## src/rtl/data_types_pkg.sv

```systemverilog
// -----------------------------------------------------------------------------
// data_types_pkg
// Shared types and sizing helpers for the matrix-vector MAC block.
//   - Fallback values for the shared WIDTH / N_ROWS / N_COLUMNS defines, used
//     only when the project-wide defines have not already been set.
//   - mvm_state_t : controller state encoding.
//   - acc_width_f : default signed accumulator width for a given operand width
//                   and column count (full product width plus growth bits, so
//                   the default width can never overflow).
// -----------------------------------------------------------------------------
`ifndef WIDTH
`define WIDTH 8
`endif
`ifndef N_ROWS
`define N_ROWS 4
`endif
`ifndef N_COLUMNS
`define N_COLUMNS 2
`endif

package data_types_pkg;

  typedef enum logic [2:0] {
    IDLE,
    LOAD,
    MAC,
    EMIT,
    DONE
  } mvm_state_t;

  function automatic int acc_width_f(input int width, input int n_columns);
    return 2 * width + $clog2(n_columns) + 1;
  endfunction

  localparam int ACC_WIDTH_DEFAULT = acc_width_f(`WIDTH, `N_COLUMNS);

endpackage

```

## src/rtl/mac_unit.sv

```systemverilog
// -----------------------------------------------------------------------------
// mac_unit
// Single signed multiply-accumulate: acc <= acc + sext(a_in * x_in).
// Ports:
//   clk, rst_n : clock, asynchronous active-low reset (accumulator -> 0)
//   clr        : load zero into the accumulator (has priority over en)
//   en         : accumulate the current product
//   a_in, x_in : signed WIDTH-bit operands
//   acc_out    : signed ACC_WIDTH-bit accumulator value (wraps modulo 2^ACC_WIDTH)
// -----------------------------------------------------------------------------
module mac_unit
  import data_types_pkg::*;
#(
  parameter int WIDTH     = `WIDTH,
  parameter int ACC_WIDTH = acc_width_f(`WIDTH, `N_COLUMNS)
) (
  input  logic                 clk,
  input  logic                 rst_n,
  input  logic                 clr,
  input  logic                 en,
  input  logic [WIDTH-1:0]     a_in,
  input  logic [WIDTH-1:0]     x_in,
  output logic [ACC_WIDTH-1:0] acc_out
);

  logic signed [WIDTH-1:0]     a_s;
  logic signed [WIDTH-1:0]     x_s;
  logic signed [2*WIDTH-1:0]   prod;
  logic signed [ACC_WIDTH-1:0] prod_ext;
  logic signed [ACC_WIDTH-1:0] acc_d;
  logic signed [ACC_WIDTH-1:0] acc_q;

  assign a_s      = a_in;
  assign x_s      = x_in;
  assign prod     = a_s * x_s;
  // Size cast of a signed expression sign-extends the product.
  assign prod_ext = ACC_WIDTH'(prod);

  always_comb begin
    acc_d = acc_q;
    if (clr) begin
      acc_d = '0;
    end else if (en) begin
      acc_d = acc_q + prod_ext;
    end
  end

  always_ff @(posedge clk or negedge rst_n) begin
    if (!rst_n) begin
      acc_q <= '0;
    end else begin
      acc_q <= acc_d;
    end
  end

  assign acc_out = acc_q;

endmodule

```

## src/rtl/matrix_vector_mac.sv

```systemverilog
// -----------------------------------------------------------------------------
// matrix_vector_mac
// Computes y[r] = sum_c A[r][c] * x[c] row by row on one shared MAC and streams
// each row result out on a valid/ready interface.
// Ports:
//   clk, rst      : clock, asynchronous active-low reset
//   matrix_in     : N_ROWS x N_COLUMNS signed matrix from the builder
//   matrix_valid  : builder finish flag (level); a job starts on its rising edge
//   vector_in     : N_COLUMNS signed coefficients, captured with the matrix
//   result_data   : signed dot product of row result_row
//   result_row    : row index of result_data
//   result_valid  : result_data / result_row valid, held until result_ready
//   result_ready  : downstream accepts the result
//   busy          : a job is in progress
//   done          : one-cycle pulse after the last row has been accepted
// -----------------------------------------------------------------------------
module matrix_vector_mac
  import data_types_pkg::*;
#(
  parameter int N_ROWS    = `N_ROWS,
  parameter int N_COLUMNS = `N_COLUMNS,
  parameter int WIDTH     = `WIDTH,
  parameter int ACC_WIDTH = acc_width_f(`WIDTH, `N_COLUMNS)
) (
  input  logic                                       clk,
  input  logic                                       rst,
  input  logic [N_ROWS-1:0][N_COLUMNS-1:0][WIDTH-1:0] matrix_in,
  input  logic                                       matrix_valid,
  input  logic [N_COLUMNS-1:0][WIDTH-1:0]            vector_in,
  output logic [ACC_WIDTH-1:0]                       result_data,
  output logic [3:0]                                 result_row,
  output logic                                       result_valid,
  input  logic                                       result_ready,
  output logic                                       busy,
  output logic                                       done
);

  localparam int RW = (N_ROWS > 1) ? $clog2(N_ROWS) : 1;
  localparam int CW = (N_COLUMNS > 1) ? $clog2(N_COLUMNS) : 1;
  localparam logic [RW-1:0] LAST_ROW = RW'(N_ROWS - 1);
  localparam logic [CW-1:0] LAST_COL = CW'(N_COLUMNS - 1);

  mvm_state_t state_q, state_d;
  logic       mv_prev_q, mv_prev_d;
  logic [RW-1:0] row_q, row_d;
  logic [CW-1:0] col_q, col_d;
  logic [N_ROWS-1:0][N_COLUMNS-1:0][WIDTH-1:0] mat_q, mat_d;
  logic [N_COLUMNS-1:0][WIDTH-1:0]             vec_q, vec_d;

  logic                 start;
  logic                 acc_clr;
  logic                 acc_en;
  logic [ACC_WIDTH-1:0] acc;

  // Edge register resets to 0, so a flag already high at reset release starts a job.
  assign start     = matrix_valid && !mv_prev_q && (state_q == IDLE);
  assign mv_prev_d = matrix_valid;

  always_ff @(posedge clk or negedge rst) begin
    if (!rst) begin
      state_q   <= IDLE;
      mv_prev_q <= 1'b0;
      row_q     <= '0;
      col_q     <= '0;
      mat_q     <= '0;
      vec_q     <= '0;
    end else begin
      state_q   <= state_d;
      mv_prev_q <= mv_prev_d;
      row_q     <= row_d;
      col_q     <= col_d;
      mat_q     <= mat_d;
      vec_q     <= vec_d;
    end
  end

  always_comb begin
    state_d = state_q;
    case (state_q)
      IDLE: if (start) state_d = LOAD;
      LOAD: state_d = MAC;
      MAC:  if (col_q == LAST_COL) state_d = EMIT;
      EMIT: if (result_ready) state_d = (row_q == LAST_ROW) ? DONE : MAC;
      DONE: state_d = IDLE;
      default: state_d = IDLE;
    endcase
  end

  // Operand capture, row/column counters and MAC control.
  always_comb begin
    row_d   = row_q;
    col_d   = col_q;
    mat_d   = mat_q;
    vec_d   = vec_q;
    acc_clr = 1'b0;
    acc_en  = 1'b0;
    case (state_q)
      LOAD: begin
        mat_d   = matrix_in;
        vec_d   = vector_in;
        row_d   = '0;
        col_d   = '0;
        acc_clr = 1'b1;
      end
      MAC: begin
        acc_en = 1'b1;
        col_d  = (col_q == LAST_COL) ? '0 : col_q + 1'b1;
      end
      EMIT: begin
        if (result_ready && (row_q != LAST_ROW)) begin
          row_d   = row_q + 1'b1;
          col_d   = '0;
          acc_clr = 1'b1;
        end
      end
      default: ;
    endcase
  end

  mac_unit #(
    .WIDTH    (WIDTH),
    .ACC_WIDTH(ACC_WIDTH)
  ) u_mac (
    .clk    (clk),
    .rst_n  (rst),
    .clr    (acc_clr),
    .en     (acc_en),
    .a_in   (mat_q[row_q][col_q]),
    .x_in   (vec_q[col_q]),
    .acc_out(acc)
  );

  always_comb begin
    busy         = (state_q != IDLE);
    done         = (state_q == DONE);
    result_valid = (state_q == EMIT);
    result_data  = acc;
    result_row   = 4'(row_q);
  end

endmodule
```

## config.mk

```make
export PLATFORM = sky130hd
export DESIGN_NAME = matrix_vector_mac
export DESIGN_NICKNAME = d
export VERILOG_FILES = /design/src/rtl/data_types_pkg.sv /design/src/rtl/mac_unit.sv /design/src/rtl/matrix_vector_mac.sv
export SDC_FILE = /design/constraint.sdc
export NUM_CORES = 1
export LEC_CHECK = 0
export BUFFER_PORTS_ARGS = -buffer_cell sky130_fd_sc_hd__clkbuf_2
export CAP_MARGIN = 10
export CORE_ASPECT_RATIO = 1.2
export CORE_UTILIZATION = 59
export CTS_CLUSTER_DIAMETER = 60
export DETAILED_ROUTE_END_ITERATION = 10
export PLACE_DENSITY = 0.82
export SLEW_MARGIN = 5
export SYNTH_ARGS = -nofsm -noshare
export SYNTH_HDL_FRONTEND = slang
export SYNTH_SLANG_ARGS = --single-unit
```

## constraint.sdc

```tcl
create_clock -name clk -period 6.95 [get_ports clk]
set_input_delay 0.3475 -clock clk [delete_from_list [all_inputs] [get_ports clk]]
set_output_delay 0.3475 -clock clk [all_outputs]
set_load 0.1 [all_outputs]
```

==> out/results.tsv <==
stage	metric	value	unit
run_status	status	finished clean	
die	start_util	60.5	%
cells_and_area	layout.nets	984	
place	numPortBuffers	106	
sta	final-setup-viol-count	0	
die	core-area	13200	sq um
min_path	hold_path_class	primary input to register	
place	pre_cts_ws	799	ps
yosys	muxShareOfSynthArea	19.9	%
routing	num_vias	5294	
sta	hold_viol	0	
sta	timing.final.ws_setup	728	ps
routing	routed_wl	16.4	mm
yosys	synth_top_area_share	32.9	%
sta	rsz0062_at_grt	false	
yosys	yosysSeqAreaShare	32.9	%
routing	viasPerCell	5.57	
yosys	ys.flop_type	dfrtp_1	
cells_and_area	layout-drive-gt1-share	30.7	%
clock_network	tritoncts	yes	
yosys	synth_warnings	0	
routing	drt_iter0_drc	309	
clock_network	clock-sinks	105	
die	die-height	129	um
sta	max_freq	0.161	GHz
sta	hold_ws	121	ps
global_routing	first_global_vias	5746	
die	rows	46	
cells_and_area	n_antenna_cell	0	
clock_network	clk_latency	350	ps
sta	tightest_slew	1110	ps
clock_network	cts_hold_buffers	1	
sta	clock_skew	8.86	ps
sta	setup_tns	0	ps
place	place_hpwl	12.8	mm
global_routing	overflow	0	
worst_setup_path	crit_type	register to register	
yosys	ys_ff_latch	105	
clock_network	cts_buffers	9	
sta	finalCriticalPeriod	6220	ps
yosys	synth_compound_area_share	4.96	%
yosys	yosysTopAreaCell	dfrtp_1	
sta	worst_slew_margin_rel	26.0	%
cells_and_area	multi_input_area	4850	sq um
sta	slew_viol_final	0	
sta	fin_crit_sh	89.5	%
place	place_congestion	0.955	
clock_network	clk_path_buf_depth	2	
yosys	synth.distinct_cells	53	
yosys	synth_top_family_by_area	adder cells	
yosys	synth_area	7980	sq um
clock_network	post_cts_buffers	0	
routing	drtPass1Iterations	4	
worst_setup_path	path_max_fanout	11	
cells_and_area	area_growth	13.0	%
cells_and_area	fillCellCount	921	
clock_network	cts-root-buf	clkbuf_16	
global_routing	grt_max_degree	91	
global_routing	grt_antenna_before_repair	0	
die	die-area	14000	sq um
yosys	yosys-top-cells-area	dfrtp_1 33%, fa_1 20%, mux2_2 12%, ha_1 6.7%, inv_1 4.5%	
routing	ant_nets	0	
clock_network	htreeDepth	3	
cells_and_area	regArea	2630	sq um
worst_setup_path	cp-start-kind	register	
clock_network	post_cts_resized	0	
global_routing	grt.total_usage	26.6	%
yosys	synth-simple-area-share	7.41	%
yosys	synth_xor_area_share	1.54	%
yosys	synth_edf_count	0	
yosys	syn_avg_cell_area	11.9	sq um
routing	wl_per_cell	17.3	um
clock_network	cts.clk_slew.worst_paths	70	ps
routing	drc	0	
worst_setup_path	arrival	6410	ps
yosys	ys_async_sr_fraction	100	%
run	cap_violations	0	
worst_setup_path	cp.required	7140	ps
global_routing	grt_pass1_wl	28.2	mm
die	pin_count	109	
yosys	synthAdderAreaFrac	26.8	%
worst_setup_path	end_kind	register	
die	die_w	108	um
yosys	synth_cells	672	
cells_and_area	utilization	68.4	%
## worst max-delay path: stages, from the launching register on
cell and delay [ps]:
dfrtp_1 630, buf_4 320, mux4_1 640, mux2i_4 280, nand2b_1 110, fa_1 470, fa_1 550, inv_1 60
fa_1 520, fa_1 560, inv_1 60, fa_1 520, inv_1 40, ha_1 310, o21ai_0 130, o21bai_1 130
a211o_1 320, a21oi_1 180, xor2_1 160, o22ai_1 90
## Yosys cell counts (all sizes together) (2+ instances only)
| master | instances |
|---|---|
| mux2 | 88 |
| buf | 19 |
| mux2i | 15 |
| fa | 80 |
| mux4 | 16 |
| ha | 43 |
| and2 | 3 |
| nand3b | 3 |
| a21o | 2 |
| o21a | 6 |
| xnor2 | 10 |
| nand3 | 3 |
| inv | 97 |
| a211oi | 5 |
| nor2b | 7 |
| nor3 | 7 |
| o21ai | 5 |
| nand2b | 11 |
| o31ai | 2 |
| or3 | 2 |
| o32ai | 4 |
| dfrtp | 105 |
| xor2 | 4 |
| o22ai | 5 |
| clkbuf | 5 |
| nor2 | 44 |
| or2 | 3 |
| nand2 | 43 |
| a21oi | 21 |
## layer usage
metal / GRT usage [%] / vias up / part of all wire (%)
li1: - / 2439 / -
met1: 34.3 / 2636 / 42
met2: 44.5 / 188 / 50
met3: 5.38 / 31 / 5.8
met4: 9.83 / 0 / 2.5
met5: 0 / - / 0
## state kept, by name, indices dropped and copies added (netlist names)
signal / flops
state_q: 3
col_q: 1
row_q: 2
u_mac.acc_out: 18
mat_q: 64
vec_q: 16
mv_prev_q: 1
## cell families after synthesis
family	count (synthesis)
and+or+nand+nor	130
adders and majority gates	123
buffers and inverters	121
muxes	119
DFF	105
AOI/OAI and AO/OA	59
xor gates and xnor gates	14
other	1
## final cells by class
class                   instances  share of cell area, %
multi-input cells             447                   53.8
inverters                      97                   4.04
clock inverters                 5                  0.763
clock buffers                  11                   2.80
well taps                     168                   2.33
flip-flops and latches        105                   29.2
repair buffers                117                   7.08
## per-stage QoR
step                      cell area [sq um]  cells
final                                  9010    950
after global routing                   9010    950
after CTS                              8990    949
after detailed placement               8650    932
after global placement                 8650    932
after floorplan                        7980    673
## worst paths after layout
path / from / end / slack (ps) / depth (start not counted)
worst max-delay path: row_q[0]$_DFFE_PN0P_ / u_mac.acc_out[11]$_DFFE_PN0P_ / 730 / 19
worst min-delay path: matrix_valid / mv_prev_q$_DFF_PN0_ / 120 / 1
worst max register to register: row_q[0]$_DFFE_PN0P_ / u_mac.acc_out[11]$_DFFE_PN0P_ / 730 / 19
worst min register to register: mat_q[17]$_DFFE_PN0P_ / mat_q[17]$_DFFE_PN0P_ / 510 / 1
max in group asynchronous: rst / mat_q[16]$_DFFE_PN0P_ / 5620 / 4
min in group asynchronous: rst / u_mac.acc_out[3]$_DFFE_PN0P_ / 390 / 2
## cells in the final DEF, fill, tap and decap left out, drive strengths merged, types with 10 or more instances in the layout
cell type and n:
mux2 88, xnor2 10, a21oi 21, nor2 44, inv 99, dfrtp 105, buf 11, nand2 43
clkbuf 116, fa 80, mux2i 15, ha 43, mux4 16, nand2b 11
Power is left out: the tool's default activity adds up to more than one toggle a clock period on the data nets, which glitch-free logic cannot reach.
